File: src/rtl/symbol_mapper.sv
// symbol_mapper: unpacks bytes LSB-first into BPSK/QPSK symbols and maps
// each symbol to a Q1.15 constellation point {I, Q} on a valid/ready stream.
module symbol_mapper #(
  parameter logic [15:0] AMP_BPSK    = 16'h7FFF,
  parameter logic [15:0] AMP_QPSK    = 16'h5A82,
  parameter int          SYM_COUNT_W = 32
) (
  input  logic                   clk_bb,
  input  logic                   rst,
  input  logic                   ctrl_enable,
  input  logic                   ctrl_bypass,
  input  logic [2:0]             ctrl_mode,
  input  logic                   ctrl_sw_reset,
  input  logic                   in_valid,
  output logic                   in_ready,
  input  logic                   in_last,
  input  logic [7:0]             in_data,
  output logic                   out_valid,
  input  logic                   out_ready,
  output logic                   out_last,
  output logic [31:0]            out_data,
  output logic [SYM_COUNT_W-1:0] sym_count,
  output logic                   busy
);

  localparam logic [15:0] NEG_BPSK = 16'(~AMP_BPSK + 16'd1);
  localparam logic [15:0] NEG_QPSK = 16'(~AMP_QPSK + 16'd1);

  logic [7:0]  byte_buf;
  logic        have_byte;
  logic [3:0]  bits_left;
  logic        k_lat;      // 1 = two bits per symbol (QPSK)
  logic        last_lat;

  logic        adv;
  logic        emit;
  logic        accept;
  logic        last_sym;
  logic        need2;
  logic [3:0]  k_num;
  logic        b0;
  logic        b1;
  logic [15:0] map_i;
  logic [15:0] map_q;

  // Handshake qualifiers and the constellation lookup for the current symbol.
  always_comb begin
    need2    = ~ctrl_bypass & ctrl_mode[0];
    k_num    = k_lat ? 4'd2 : 4'd1;
    adv      = ~out_valid | out_ready;
    emit     = have_byte & adv;
    last_sym = (bits_left == k_num);
    // in_ready is gated by rst so the port reads 0 while reset is held.
    in_ready = ~rst & ctrl_enable & (~have_byte | (last_sym & adv));
    accept   = in_valid & in_ready;
    busy     = have_byte | out_valid;
    b0       = byte_buf[0];
    b1       = k_lat & byte_buf[1];
    if (k_lat) begin
      map_i = b0 ? NEG_QPSK : AMP_QPSK;
      map_q = b1 ? NEG_QPSK : AMP_QPSK;
    end else begin
      map_i = b0 ? NEG_BPSK : AMP_BPSK;
      map_q = 16'h0000;
    end
  end

  // Byte holding register: load on accept, shift out on each emitted symbol.
  always_ff @(posedge clk_bb or posedge rst) begin
    if (rst) begin
      byte_buf  <= 8'h00;
      have_byte <= 1'b0;
      bits_left <= 4'd0;
      k_lat     <= 1'b0;
      last_lat  <= 1'b0;
    end else if (ctrl_sw_reset) begin
      have_byte <= 1'b0;
      bits_left <= 4'd0;
      last_lat  <= 1'b0;
    end else if (accept) begin
      byte_buf  <= in_data;
      bits_left <= 4'd8;
      have_byte <= 1'b1;
      k_lat     <= need2;
      last_lat  <= in_last;
    end else if (emit) begin
      byte_buf  <= k_lat ? {2'b00, byte_buf[7:2]} : {1'b0, byte_buf[7:1]};
      bits_left <= bits_left - k_num;
      if (last_sym) have_byte <= 1'b0;
    end
  end

  // Output register: new symbol whenever the slot is free, hold while stalled.
  always_ff @(posedge clk_bb or posedge rst) begin
    if (rst) begin
      out_valid <= 1'b0;
      out_last  <= 1'b0;
      out_data  <= 32'h0;
    end else if (ctrl_sw_reset) begin
      out_valid <= 1'b0;
      out_last  <= 1'b0;
    end else if (emit) begin
      out_valid <= 1'b1;
      out_data  <= {map_i, map_q};
      out_last  <= last_sym & last_lat;
    end else if (out_ready) begin
      out_valid <= 1'b0;
      out_last  <= 1'b0;
    end
  end

  // Count every symbol handed downstream; survives the datapath flush.
  always_ff @(posedge clk_bb or posedge rst) begin
    if (rst) begin
      sym_count <= '0;
    end else if (out_valid & out_ready) begin
      sym_count <= sym_count + {{(SYM_COUNT_W-1){1'b0}}, 1'b1};
    end
  end

endmodule

File: config.mk
export PLATFORM = sky130hd
export DESIGN_NAME = symbol_mapper
export DESIGN_NICKNAME = d
export VERILOG_FILES = /design/src/rtl/symbol_mapper.sv
export SDC_FILE = /design/constraint.sdc
export NUM_CORES = 1
export LEC_CHECK = 0
export ABC_AREA = 1
export CORE_MARGIN = 8
export CORE_UTILIZATION = 52
export CTS_BUF_LIST = sky130_fd_sc_hd__clkbuf_16
export DETAILED_ROUTE_END_ITERATION = 6
export GPL_ROUTABILITY_DRIVEN = 0
export GPL_TIMING_DRIVEN = 0
export HOLD_SLACK_MARGIN = 0.03
export PLACE_DENSITY = 0.84
export REMOVE_ABC_BUFFERS = 1
export SETUP_SLACK_MARGIN = 0.3
export SLEW_MARGIN = 20
export SYNTH_ARGS = -nofsm -noshare
export SYNTH_HDL_FRONTEND = slang
export SYNTH_SLANG_ARGS = --single-unit
File: constraint.sdc
create_clock -name clk_bb -period 4.1 [get_ports clk_bb]
set_input_delay 0.82 -clock clk_bb [delete_from_list [all_inputs] [get_ports clk_bb]]
set_output_delay 0.82 -clock clk_bb [all_outputs]
set_load 0.02 [all_outputs]
==> results.json <==
{
  "worst_setup_path_end_kind": "primary output",
  "grt_setup_unrepaired": "no",
  "fin_crit_sh": 0.876,
  "setup.worst_path.class": "flop to primary output",
  "insertion_delay_ns": 0.33,
  "synth_mux_area_frac": 0,
  "postSynthAreaPerCell_um2": 7.93,
  "finalMaxSlewViolations": 0,
  "drive_above_1_share": 0.0884,
  "finish.net_count": 519,
  "path_delay_family": "buffers and inverters",
  "ys_seq_elements": 57,
  "maxCapViolations": 0,
  "cts_root_buffer": "clkbuf_16",
  "grt_pass1_wl_mm": 14.0,
  "first_iter_violations": 114,
  "worstPathMaxFanout": 12,
  "peakVddDrop_uv": 355,
  "ys_warn_count": 0,
  "crit_chain": "clkinvlp_4 > ha_1 > nand2_1 > clkinv_1 > nand3_2 > a21boi_0 > clkdlybuf4s50_1",
  "path_buf_inv": 3,
  "die-area_um2": 9390,
  "critPathRequiredTime_ns": 3.28,
  "ctsLongestPathBuffers": 2,
  "cts-buffers-inserted": 9,
  "setup_tns_ns": 0,
  "fin_skew_ns": 0.00662,
  "synth_top_cell_by_area": "dfrtp_1",
  "r2r-start": "k_lat",
  "start_util": 0.536,
  "synth_top_family_by_area": "simple AND/OR/NAND/NOR gates",
  "synth_xor_area_frac": 0.0618,
  "route.detailed.drc": 0,
  "die_width_um": 96.9,
  "final_common_cell": "nand2_1",
  "grt_overflow": 0,
  "grt_start_max_net_pins": 58,
  "postCtsSetupRepairBufs": 0,
  "power_density_nw_per_um2": 444,
  "async_reset_ff_frac": 1.00,
  "place_hpwl_mm": 5.87,
  "cts_resized": 0,
  "multi_input_area_um2": 1590,
  "clk_pin_slew_ns": 0.05,
  "die_y_um": 96.9,
  "seqCellArea_um2": 1430,
  "grt_pass1_vias": 3006,
  "slew_headroom": 0.546,
  "synth_edf_count": 0,
  "wl_mm": 7.99,
  "arrival_ns": 2.77,
  "routedWlPerCell_um": 13.9,
  "final_cell_mix": "141 x nand2_1, 83 x clkdlybuf4s50_1, 57 x dfrtp_1",
  "setup_viol": 0,
  "drtPass1Iterations": 4,
  "coreArea_um2": 6350,
  "synth_area_leaders": "dfrtp_1 42%, nand2_1 16%, buf_4 5.3%, inv_1 4.2%, nand3_1 4.1%",
  "power_leakage_nw": 2.01,
  "fmax_ghz": 0.279,
  "worstMarginPinSlew_ns": 0.681,
  "hold_viol": 0,
  "pin_count": 87,
  "ys_seq_area_frac": 0.419,
  "n_antenna_cell": 0,
  "crit_path_top_delay_cell": "clkdlybuf4s50_1",
  "synth_cells": 429,
  "syn_area_um2": 3400,
  "vias": 2940,
  "grt_usage": 0.179,
  "start_kind": "flop",
  "status": "completed",
  "h-tree-depth": 3,
  "cpPeakStageDelay_ns": 0.64,
  "layout_min_cycle_time_ns": 3.59,
  "vias_per_cell": 5.11,
  "antenna_found_initial": 0,
  "num_rows": 29,
  "ant_nets": 0,
  "fillers": 500,
  "syn_to_final_growth_pct": 28.5,
  "synth-compound-area-share": 0.0353,
  "critPathLaunch": "k_lat",
  "hold_path_class": "flop to flop",
  "numClockSinks": 57,
  "synth_ff_type": "dfrtp_1",
  "tritoncts": "built",
  "hp-start": "out_data[17]",
  "yosys.area_share.simple": 0.341,
  "synthAdderAreaFrac": 0.0279,
  "power_w": 0.00194,
  "yosysUniqueCellTypes": 37,
  "holdBufCountCts": 0,
  "synth_top_area_frac": 0.419,
  "numPortBuffers": 83
}
-- worst reg2reg max path, delay by kind of cell (launching register included) --
kind / cells / cell delay, ns
AND/OR/NAND/NOR: 7 / 0.94
adder cells (fa/ha/maj): 1 / 0.41
flip-flops: 1 / 0.60
buffers and inverters: 2 / 0.45
-- synth_stat cells, types with 2 or more instances --
library cell	count
o21ai_1	7
nand3_1	28
nand3b_1	3
nor2_4	4
inv_2	3
nand2_2	4
ha_1	6
nand4_1	12
dfrtp_1	57
o21ai_0	6
or2_2	2
buf_4	24
clkinv_1	2
inv_1	38
nor2_1	34
nand3_4	2
buf_2	2
xnor2_1	15
xor2_1	9
nor3_1	2
nand4_4	3
buf_6	2
nor2_2	7
nand2_1	141
a21oi_1	4
-- registers in the layout (all words and copies together), names as in the netlist --
register,count
out_last,1
sym_count,32
out_valid,1
bits_left,4
out_data,8
k_lat,1
have_byte,1
last_lat,1
byte_buf,8
-- routing by layer --
| metal | vias to the layer above | share of wire | global-route usage |
|---|---|---|---|
| li1 | 1452 | - | - |
| met4 | 0 | 0.030 | 0.108 |
| met1 | 1372 | 0.41 | 0.194 |
| met5 | - | 0 | 0 |
| met2 | 94 | 0.51 | 0.309 |
| met3 | 22 | 0.046 | 0.0434 |
-- layout make-up --
class,count,area share
Clock buffer,9,0.0515
Clock inverter,7,0.00687
Inverter,44,0.0395
Multi-Input combinational cell,298,0.364
Sequential cell,57,0.326
Tap cell,77,0.0220
Timing Repair Buffer,83,0.190
-- report_power, final --
group,internal (W),switching [W]
Combinational,0.000266,0.000319
Clock,0.000395,0.000248
Sequential,0.000636,0.0000782
Total,0.00130,0.000645
-- per-stage QoR --
step	instances	setup WS, ns	hold WS (ns)	instance area (um2)	util
after CTS	575	0.432	0.496	4370	0.688
after global routing	575	0.349	0.515	4370	0.688
final	575	0.510	0.490	4370	0.688
after detailed placement	559	0.675	0.480	4110	0.648
after global placement	559	0.709	0.465	4110	0.647
after floorplan	399	1.42	0.463	3180	-
-- worst paths after layout --
path                       cells after the start  slack, ns       endpoint
max                                            7       0.51       in_ready
min                                            2       0.49   out_data[17]
max reg2reg                                   10       1.64    byte_buf[4]
min reg2reg                                    2       0.49   out_data[17]
max in group asynchronous                      2       2.65  sym_count[14]
min in group asynchronous                      2       1.01    byte_buf[7]
-- cells by family after synthesis --
family / count (synthesis)
other: 1
DFF: 57
and+or+nand+nor: 245
buffers and inverters: 74
adders and majority gates: 7
AOI/OAI and AO/OA: 21
xor gates and xnor gates: 24
No activity file was read; power rests on OpenSTA's default activity.
